[config.mk]
export PLATFORM = sky130hd
export DESIGN_NAME = tetris_game_ctrl
export DESIGN_NICKNAME = d
export VERILOG_FILES = /design/src/rtl/tetris_pkg.sv /design/src/rtl/tetris_tick_timer.sv /design/src/rtl/tetris_game_ctrl.sv
export SDC_FILE = /design/constraint.sdc
export NUM_CORES = 1
export LEC_CHECK = 0
export CAP_MARGIN = 20
export CORE_MARGIN = 1.5
export CORE_UTILIZATION = 55
export CTS_BUF_LIST = sky130_fd_sc_hd__clkbuf_16
export DETAILED_ROUTE_END_ITERATION = 10
export PLACE_DENSITY = 0.74
export SYNTH_ARGS = -nofsm -noshare
export SYNTH_HDL_FRONTEND = slang
export SYNTH_SLANG_ARGS = --single-unit
[constraint.sdc]
create_clock -name clk -period 10.7 [get_ports clk]
set_input_delay 2.14 -clock clk [delete_from_list [all_inputs] [get_ports clk]]
set_output_delay 2.14 -clock clk [all_outputs]
set_load 0.01 [all_outputs]
[src/rtl/tetris_pkg.sv]
`default_nettype none
// ============================================================================
// Module      : tetris_pkg
// Description : Shared state encodings, widths and gravity-period helper.
// Revision    : 1.0 - initial release
// ============================================================================
package tetris_pkg;

   localparam int c_state_w = 3;
   localparam int c_line_w  = 16;

   typedef enum logic [c_state_w-1:0] {
      ST_PRE = 3'd0,
      ST_DEL = 3'd1,
      ST_DRO = 3'd2,
      ST_LCK = 3'd3,
      ST_PAU = 3'd4,
      ST_END = 3'd5
   } state_t;

   // The level*step product is formed wide so large levels clamp to the floor
   // instead of wrapping below zero.
   function automatic logic [31:0] calc_period(input logic [31:0] lvl,
                                               input logic [31:0] base,
                                               input logic [31:0] step,
                                               input logic [31:0] min_p);
      logic [63:0] red;
      logic [31:0] diff;
      red  = {32'd0, lvl} * {32'd0, step};
      diff = min_p;
      if (red < {32'd0, base}) diff = base - red[31:0];
      return (diff < min_p) ? min_p : diff;
   endfunction

endpackage
`default_nettype wire

[src/rtl/tetris_tick_timer.sv]
`default_nettype none
// ============================================================================
// Module      : tetris_tick_timer
// Description : Enable/clear up-counter with a one-cycle terminal-count pulse.
// Revision    : 1.0 - initial release
// ============================================================================
module tetris_tick_timer (
   input  logic        clk,
   input  logic        rst,
   input  logic        i_en,
   input  logic        i_clr,
   input  logic [31:0] i_tc,
   output logic        o_done
);

   logic [31:0] r_count;

   // A count already beyond the terminal value (period shrank) fires at once.
   assign o_done = i_en && !i_clr && (r_count >= i_tc);

   always_ff @(posedge clk or negedge rst) begin
      if (!rst)
         r_count <= '0;
      else if (i_clr)
         r_count <= '0;
      else if (i_en)
         r_count <= o_done ? 32'd0 : r_count + 32'd1;
   end

endmodule
`default_nettype wire

[src/rtl/tetris_game_ctrl.sv]
`default_nettype none
// ============================================================================
// Module      : tetris_game_ctrl
// Description : Game-flow FSM with gravity/lock timing, level and line tracking.
// Revision    : 1.0 - initial release
// ============================================================================
module tetris_game_ctrl
   import tetris_pkg::*;
#(
   parameter int BASE_PERIOD     = 50_000_000,
   parameter int PERIOD_STEP     = 4_000_000,
   parameter int MIN_PERIOD      = 5_000_000,
   parameter int LOCK_CYCLES     = 25_000_000,
   parameter int LINES_PER_LEVEL = 10,
   parameter int MAX_LEVEL       = 9
)(
   input  logic                           clk,
   input  logic                           rst,
   input  logic                           start,
   input  logic                           pause,
   input  logic                           del_done,
   input  logic [2:0]                     lines_cleared,
   input  logic                           touch,
   input  logic                           game_over,
   output logic [c_state_w-1:0]           state,
   output logic                           drop_tick,
   output logic                           lock,
   output logic [$clog2(MAX_LEVEL+1)-1:0] level,
   output logic [c_line_w-1:0]            line_count
);

   localparam int                  c_lvl_w   = $clog2(MAX_LEVEL + 1);
   localparam logic [c_lvl_w-1:0]  c_max_lvl = c_lvl_w'(MAX_LEVEL);
   localparam logic [15:0]         c_lpl     = 16'(LINES_PER_LEVEL);
   localparam logic [31:0]         c_lock_tc = 32'(LOCK_CYCLES - 1);

   state_t              r_state;
   state_t              w_next;
   state_t              r_origin;
   logic [31:0]         r_period;
   logic [c_lvl_w-1:0]  r_level;
   logic [c_lvl_w-1:0]  w_level_nxt;
   logic [15:0]         r_lines;
   logic [15:0]         w_lines_nxt;
   logic [15:0]         r_to_next;
   logic [15:0]         w_to_next_nxt;
   logic [16:0]         w_sum;
   logic                w_hold;
   logic                w_drop_en;
   logic                w_lock_en;
   logic                w_lock_clr;
   logic                w_game_clr;
   logic                w_add_lines;
   logic                w_store;
   logic                w_drop_done;
   logic                w_lock_done;

   // Timers advance only on cycles where the FSM stays in their state.
   assign w_hold      = !game_over && !start && !pause;
   assign w_drop_en   = (r_state == ST_DRO) && w_hold && !touch;
   assign w_lock_clr  = (r_state == ST_DRO) && w_hold && touch;
   assign w_lock_en   = (r_state == ST_LCK) && w_hold && touch;
   assign w_game_clr  = (r_state == ST_PRE) && start;
   assign w_add_lines = (r_state == ST_DEL) && del_done && !game_over && !start;
   assign w_store     = ((r_state == ST_DRO) || (r_state == ST_LCK)) &&
                        pause && !start && !game_over;

   tetris_tick_timer u_drop_timer (
      .clk    (clk),
      .rst    (rst),
      .i_en   (w_drop_en),
      .i_clr  (w_game_clr),
      .i_tc   (r_period - 32'd1),
      .o_done (w_drop_done)
   );

   tetris_tick_timer u_lock_timer (
      .clk    (clk),
      .rst    (rst),
      .i_en   (w_lock_en),
      .i_clr  (w_game_clr | w_lock_clr),
      .i_tc   (c_lock_tc),
      .o_done (w_lock_done)
   );

   always_ff @(posedge clk or negedge rst) begin
      if (!rst)
         r_state <= ST_PRE;
      else
         r_state <= w_next;
   end

   always_comb begin
      w_next = r_state;
      case (r_state)
         ST_PRE: if (start) w_next = ST_DEL;
         ST_DEL: begin
            if (game_over)     w_next = ST_END;
            else if (start)    w_next = ST_PRE;
            else if (del_done) w_next = ST_DRO;
         end
         ST_DRO: begin
            if (game_over)     w_next = ST_END;
            else if (start)    w_next = ST_PRE;
            else if (pause)    w_next = ST_PAU;
            else if (touch)    w_next = ST_LCK;
         end
         ST_LCK: begin
            if (game_over)        w_next = ST_END;
            else if (start)       w_next = ST_PRE;
            else if (pause)       w_next = ST_PAU;
            else if (!touch)      w_next = ST_DRO;
            else if (w_lock_done) w_next = ST_DEL;
         end
         ST_PAU: begin
            if (game_over)     w_next = ST_END;
            else if (start)    w_next = ST_PRE;
            else if (pause)    w_next = r_origin;
         end
         ST_END: if (start) w_next = ST_PRE;
         default: w_next = ST_PRE;
      endcase
   end

   // One pass per cleared line so a multi-line clear can cross several levels.
   always_comb begin
      w_sum         = {1'b0, r_lines} + {14'd0, lines_cleared};
      w_lines_nxt   = w_sum[16] ? 16'hFFFF : w_sum[15:0];
      w_level_nxt   = r_level;
      w_to_next_nxt = r_to_next;
      for (int i = 0; i < 7; i++) begin
         if (3'(i) < lines_cleared) begin
            if (w_to_next_nxt <= 16'd1) begin
               w_to_next_nxt = c_lpl;
               if (w_level_nxt != c_max_lvl)
                  w_level_nxt = w_level_nxt + c_lvl_w'(1);
            end else begin
               w_to_next_nxt = w_to_next_nxt - 16'd1;
            end
         end
      end
   end

   always_ff @(posedge clk or negedge rst) begin
      if (!rst) begin
         r_lines   <= '0;
         r_level   <= '0;
         r_to_next <= c_lpl;
         r_origin  <= ST_DRO;
         r_period  <= calc_period(32'd0, 32'(BASE_PERIOD), 32'(PERIOD_STEP),
                                  32'(MIN_PERIOD));
      end else begin
         r_period <= calc_period(32'(r_level), 32'(BASE_PERIOD),
                                 32'(PERIOD_STEP), 32'(MIN_PERIOD));
         if (w_game_clr) begin
            r_lines   <= '0;
            r_level   <= '0;
            r_to_next <= c_lpl;
         end else if (w_add_lines) begin
            r_lines   <= w_lines_nxt;
            r_level   <= w_level_nxt;
            r_to_next <= w_to_next_nxt;
         end
         if (w_store)
            r_origin <= r_state;
      end
   end

   assign state      = r_state;
   assign drop_tick  = w_drop_done;
   assign lock       = w_lock_done;
   assign level      = r_level;
   assign line_count = r_lines;

endmodule
`default_nettype wire

======== After elaboration in Yosys (flattened, before gate mapping) ========
Index checks and enable logic that the tools add are counted.
W data, S select, Z words.
word-level totals
  bits of input ports ..................... 10
  register bits after elaboration ......... 138
  output and inout bits ................... 25
  word-level logic and storage cells ...... 163
cells by class
  reductions and logical operators ........ 30
  mux-type cells .......................... 68
  add/sub/neg operators ................... 19
  magnitude comparators ................... 18
  eq/ne operators ......................... 18
  bitwise logic cells ..................... 1
  multipliers ............................. 1
operators with widths
  operator                  number
  $mux W16                  19
  $mux W32                  8
  $le A16 B1 Y1 const B     7
  $sub A16 B1 Y16 const B   7
  $mux W4                   23
  $add A32 B1 Y32 const B   2
  $mux W3                   17
  $ne A4 B4 Y1 const B      9
  $ge A32 B25 Y1 const B    1
  $ge A32 B32 Y1            1
  $lt A32 B23 Y1 const B    1
  $sub A32 B1 Y32 const B   1
  $add A4 B1 Y4 const B     7
  $sub A26 B26 Y27 const A  1
  $lt A26 B26 Y1 const B    1
  $logic_and A1 B1 Y1       18
  $mul A4 B14 Y18 const B   1
  $pmux W3 S6               1
  $add A16 B3 Y17           1
  $lt A3 B3 Y1 const A      3
  $eq A3 B2 Y1 const B      2
  $eq A3 B3 Y1 const B      2
  $logic_not A1 Y1          6
  $lt A1 B3 Y1 const A      2
  other kinds (10)          14

======== Depth between registers and ports, before layout ========
  depth in word-level cells ............... 30
  gate-level depth with buffers ........... 54
  gate-level depth less buffers ........... 46

======== Hierarchy ========
Synthesis repeated with hierarchy kept, for this count alone.
second synthesis, totals
  cells, all modules ...................... 1,984
  area, all modules ....................... 15,304.7 um^2
by module, submodules not included
  module                            sequential area each (um^2)  cells an instance  area each (um^2)  times used
  tetris_game_ctrl                  1,595.3                      1,329              9,955.8           1
  tetris_tick_timer (u_lock_timer)  800.8                        337                2,696.3           1
  tetris_tick_timer (u_drop_timer)  800.8                        318                2,652.5           1

======== Least setup slack after synthesis ========
OpenSTA, ideal clock, no wires.
  path type ............................... in2reg
  start ................................... in lines_cleared[1]
  end ..................................... reg r_to_next[5]
  path buffers ............................ 9
  required time ........................... 10,579 ps
  slack ................................... -1,081 ps
  stages .................................. 42
  arrival ................................. 11,660 ps
  cell sequence ........................... clkbuf_1 > or3_1 > clkbuf_1 > o22ai_1 > ha_1 > o21ai_0 > nor4_1 > a311o_1 > a21boi_0 > ha_1 > o211ai_1 > or4_4 > nor4_4 > clkbuf_1 > nor2_1 > ha_1 > nand3_1 > a211oi_1 > [... 6 more ...] > clkbuf_1 > nor2_1 > ha_1 > clkbuf_1 > o221ai_1 > a21oi_1 > and4_1 > buf_2 > buf_4 > a21oi_1 > ha_1 > nor2_1 > nor4_2 > o2111ai_4 > and2_4 > buf_6 > buf_6 > a22o_1
between the ends
  longest elaborated chain between the ends .. 22
RTL lines
  item                                              line                                              source
  start: declaration                                tetris_game_ctrl.sv:22                            input logic [2:0] lines_cleared,
  $lt A1 B3 Y1                                      tetris_game_ctrl.sv:132                           if (3'(i) < lines_cleared) begin
  $mux W16                                          tetris_game_ctrl.sv:132
  $sub A16 B1 Y16 or $le A16 B1 Y1 (tied branches)  tetris_game_ctrl.sv:138, tetris_game_ctrl.sv:133
  $mux W16                                          tetris_game_ctrl.sv:133                           if (w_to_next_nxt <= 16'd1) begin
  $mux W16                                          tetris_game_ctrl.sv:132
  $sub A16 B1 Y16 or $le A16 B1 Y1 (tied branches)  tetris_game_ctrl.sv:138, tetris_game_ctrl.sv:133
  $mux W16                                          tetris_game_ctrl.sv:133
  $mux W16                                          tetris_game_ctrl.sv:132
  [... 6 more ...]                                  -
  $sub A16 B1 Y16 or $le A16 B1 Y1 (tied branches)  tetris_game_ctrl.sv:138, tetris_game_ctrl.sv:133
  $mux W16                                          tetris_game_ctrl.sv:133
  $mux W16                                          tetris_game_ctrl.sv:132
  $sub A16 B1 Y16 or $le A16 B1 Y1 (tied branches)  tetris_game_ctrl.sv:138, tetris_game_ctrl.sv:133
  $mux W16                                          tetris_game_ctrl.sv:133
  $mux W16 (*)                                      tetris_game_ctrl.sv:132
  $mux W16 (*)                                      tetris_game_ctrl.sv:159                           end else if (w_add_lines) begin
  $mux W16 (*)                                      tetris_game_ctrl.sv:155                           if (w_game_clr) begin
  end signal: assignment                            tetris_game_ctrl.sv:148                           r_to_next <= c_lpl;
  end signal: assignment                            tetris_game_ctrl.sv:158                           r_to_next <= c_lpl;
  end signal: assignment                            tetris_game_ctrl.sv:162                           r_to_next <= w_to_next_nxt;
  end: declaration                                  tetris_game_ctrl.sv:45                            logic [15:0] r_to_next;
Mark *: on every way between the ends. The rest lies on a longest branch, timed or not. The select of a mux whose other input is x is not followed.
A chain may end at the register's enable or synchronous reset.

======== Worst setup path in the final report ========
  start ................................... in lines_cleared[2]
  end ..................................... reg r_level[0], in the netlist level[0]
between the ends
  longest elaborated chain between the ends .. 28
RTL lines
  item                                                      line                     source
  branches (longest 25 deep; another with $sub A16 B1 Y16)  -
  $mux W4 (*)                                               tetris_game_ctrl.sv:132
  $mux W4 (*)                                               tetris_game_ctrl.sv:159
  $mux W4 (*)                                               tetris_game_ctrl.sv:155
  end signal: assignment                                    tetris_game_ctrl.sv:161  r_level <= w_level_nxt;
  end: declaration                                          tetris_game_ctrl.sv:41   logic [c_lvl_w-1:0] r_level;
Every way passes the cells marked *. The select of a mux whose other input is x is not followed.

==> Flow_metrics.wiki <==
{| class="wikitable"
! Metric !! Value
|-
| Count of buffers inserted at the top-level ports || 34
|-
| RSZ-0062 raised after global routing || no
|-
| Total clock buffers created by CTS || 17
|-
| Max-cap violations || 0
|-
| Total global routing overflow || 0
|-
| FP Rows || 57
|-
| Ys Warns || 0
|-
| Top library cells by usage in the layout, fill and taps aside || sky130_fd_sc_hd__nor2_1, sky130_fd_sc_hd__o21ai_0, sky130_fd_sc_hd__nand2_1, sky130_fd_sc_hd__dfrtp_1, sky130_fd_sc_hd__buf_4
|-
| Clock-pin slew of the registers on the worst-case setup and hold paths || around 0.060 ns
|-
| Half-perimeter wire length after placement || 32.0 mm
|-
| Number of failing hold endpoints at the final stage || 0
|-
| Number of nets at the end of the flow || 1936
|-
| Largest driver fanout on the critical path || 7
|-
| Final std cells w/o fill || 2178
|-
| Commonest non-fill, non-tap cell in the layout || sky130_fd_sc_hd__nor2_1
|-
| Cell count after placement || ~2100
|-
| Critical path required time || 11.03 ns
|-
| Final period utilization || 0.943
|-
| Worst clock skew || approximately 0.016 ns
|-
| Post-synth net total || between 1500 and 2000
|-
| Number of fillers in the final layout || 2170
|-
| Sequential cell area fraction in the yosys report || 0.233
|-
| Finished Core Util || 0.649
|-
| Finish-stage setup viols || 0
|-
| Hold-fix buffers at CTS || 0
|-
| Result of the run || finished, final reports clean
|-
| Layout area overhead || 15.6%
|-
| Endpoint of the most critical register-to-register path || level[0]$_DFFE_PN0P_
|-
| Critical Path Max Stage Delay || 0.50 ns
|-
| Vias in the first global route || around 13000
|-
| Number of buffers between clock root and the deepest sink || 2
|-
| Leakage || a little under 7 nW
|-
| Starting Density || 0.561
|-
| Number of placed I/O pins || 35
|-
| Largest net degree at the start of global routing || between 80 and 90
|-
| Flip-flop and latch count after synthesis || 127
|-
| Min Tclk post-route || around 10 ns
|-
| First-pass GRT wire length || 67.8 mm
|-
| Avg Vias per Cell || between 6 and 7
|-
| Share of flip-flops with an asynchronous set or reset || 1.00
|-
| Worst flop-to-flop path startpoint || r_to_next[0]$_DFFE_PN0P_
|-
| Category of the worst setup path launch point || input port
|-
| Average footprint of a synthesized cell || 7.83 µm²
|-
| Clock root cell || sky130_fd_sc_hd__clkbuf_16
|-
| Max-slew headroom || 0.370
|-
| Routed wirelength normalized by instance count || approximately 19 µm
|-
| Worst slew pin tran || ~0.94 ns
|-
| Post-synth cell types || around 110
|-
| Total global routing track utilization || 0.323
|-
| Hold Crit Class || register to register
|-
| Fraction of final layout cells sized beyond drive strength 1 || 0.155
|-
| Number of synthesized flops with an enable pin || 0
|-
| Total via count in the routed design || 13900
|-
| Pins over their slew limit || 0
|-
| P per Cell Area || ~350 mW/mm²
|-
| Starting DRC count in detailed routing || 1274
|-
| TritonRoute pass-1 iters || 5
|-
| Worst Hold Endpoint || u_lock_timer.r_count[19]$_DFFE_PN0P_
|-
| Data arrival time of the critical path || 10.43 ns
|-
| Register-to-register path setup slack || 0.92 ns
|-
| Worst-skew pair later-pin latency || approximately 0.43 ns
|-
| Number of nets with antenna violations after routing || 0
|-
| Vertical die dimension || 161 µm
|-
| Initial antenna violation count || 1
|-
| Depth of the worst register-to-register path || 42
|-
| Critical path class || input port to register
|-
| Sink count of the clock tree || about 130
|-
| CTS H-tree lvls || 4
|-
| Number of design rule violations left after detail routing || 0
|-
| Largest voltage drop on the vdd net || about 0.3 mV
|-
| Critical Path End Type || register
|-
| Clock tree from TritonCTS || done
|-
| Full die area || roughly 0.026 mm²
|-
| Number of cells on the worst hold path || 1
|-
| Last weighted congestion value of the routability-driven placer || around 0.96
|-
| Synthesized netlist cell count || about 1800
|-
| Main flop type after synthesis || sky130_fd_sc_hd__dfrtp_1
|-
| Slowest library cell on the worst path || sky130_fd_sc_hd__or4_1
|-
| Netlist Area Pre-Place || 0.0137 mm²
|-
| Die X-Extent || approximately 160 µm
|-
| Core box area || 0.0244 mm²
|-
| Source of the worst hold timing path || u_lock_timer.r_count[19]$_DFFE_PN0P_
|-
| Routed wire length || ~42 mm
|-
| Max Fclk || about 99 MHz
|}
cell families after synthesis:
logic type	synth area share
simple gates	0.325
compound gates	0.221
buf+inv	0.0394
flops	0.233
xor+xnor	0.0735
fa+ha+maj	0.0819
mux	0.0257
metrics by stage:
stage | setup TNS [ns] | hold WS [ns] | power (W) | cell area [µm²] | setup WS [ns]
after floorplan | 0 | 0.444 | 0.00357 | 13900 | 0.00763
after global placement | 0 | 0.470 | 0.00477 | 15000 | 0.156
after detailed placement | -0.270 | 0.477 | 0.00482 | 15000 | -0.0862
after CTS | 0 | 0.488 | 0.00541 | 15600 | 0.337
after global routing | 0 | 0.498 | 0.00597 | 15800 | 0.171
final | 0 | 0.489 | 0.00559 | 15800 | 0.605
sequential cells by signal, summed over array words and instances (netlist names):
| signal | cells |
|---|---|
| level | 4 |
| line_count | 16 |
| r_origin | 3 |
| r_period | 21 |
| r_to_next | 16 |
| state | 3 |
| u_drop_timer.r_count | 32 |
| u_lock_timer.r_count | 32 |
per-layer routing:
layer | up-vias | track usage | routed length, µm
li1 | 6662 | - | -
met1 | 6650 | 0.408 | 18000
met2 | 476 | 0.550 | 20200
met3 | 115 | 0.0452 | 2150
met4 | 0 | 0.142 | 1720
met5 | - | 0 | 0
final cells by class:
| type | count | area (µm²) | area share |
|---|---|---|---|
| flip-flops and latches | 127 | 3200 | 0.202 |
| well taps | 324 | 405 | 0.0256 |
| clock inverters | 15 | 151 | 0.00956 |
| diodes | 1 | 2.50 | 0.000158 |
| inverters | 56 | 210 | 0.0133 |
| repair buffers | 141 | 1180 | 0.0748 |
| clock buffers | 17 | 425 | 0.0269 |
| multi-input cells | 1497 | 10300 | 0.648 |
timing repair:
action / CTS / global route
setup endpoints to repair: 0 / 20
setup buffers: 0 / 11
resized for setup: 0 / 18
critical path: cells and delay by family:
| kind | cells | cell delay [ns] |
|---|---|---|
| AOI/OAI and AO/OA | 14 | 2.74 |
| adders and majority gates | 4 | 0.89 |
| and+or+nand+nor | 16 | 3.91 |
| buffers and inverters | 4 | 0.74 |
cells in the mapped netlist (15+ instances only):
cell	instances	area, µm²
sky130_fd_sc_hd__nor2_1	191	717
sky130_fd_sc_hd__o21ai_0	154	771
sky130_fd_sc_hd__nand2_1	151	567
sky130_fd_sc_hd__dfrtp_1	112	2800
sky130_fd_sc_hd__nand3_1	97	485
sky130_fd_sc_hd__ha_1	80	1000
sky130_fd_sc_hd__a21oi_1	69	345
sky130_fd_sc_hd__xnor2_1	65	569
sky130_fd_sc_hd__inv_1	56	210
sky130_fd_sc_hd__and3_1	49	307
sky130_fd_sc_hd__clkbuf_1	49	184
sky130_fd_sc_hd__nor3_1	49	245
sky130_fd_sc_hd__xor2_1	41	359
sky130_fd_sc_hd__nand4_1	36	225
sky130_fd_sc_hd__nand2b_1	33	206
sky130_fd_sc_hd__o31ai_1	33	248
sky130_fd_sc_hd__and2_1	29	181
sky130_fd_sc_hd__nor4_1	27	169
sky130_fd_sc_hd__a31oi_1	23	144
sky130_fd_sc_hd__nor2b_1	19	119
sky130_fd_sc_hd__o211ai_1	19	143
sky130_fd_sc_hd__mux2i_1	18	180
sky130_fd_sc_hd__a21o_1	17	128
sky130_fd_sc_hd__dfstp_2	15	394
sky130_fd_sc_hd__or4_1	15	113
power breakdown:
group | leakage, nW | switching (W) | total, W | internal (W)
Clock | 0.279 | 0.000240 | 0.000568 | 0.000328
Sequential | 1.71 | 0.000137 | 0.000690 | 0.000552
Combinational | 4.75 | 0.00263 | 0.00434 | 0.00170
worst max path at each step:
stage,from,cells past startpoint,slack (ns),endpoint
finish,lines_cleared[2],38,0.60,level[0]$_DFFE_PN0P_
global route,lines_cleared[2],38,0.17,level[0]$_DFFE_PN0P_
CTS,lines_cleared[2],34,0.34,level[0]$_DFFE_PN0P_
detailed placement,lines_cleared[2],36,-0.09,level[0]$_DFFE_PN0P_
global placement,lines_cleared[2],38,0.16,level[0]$_DFFE_PN0P_
floorplan,lines_cleared[1],45,0.008,r_to_next[5]$_DFFE_PN0P_
Power figures use the tool's default switching activity.
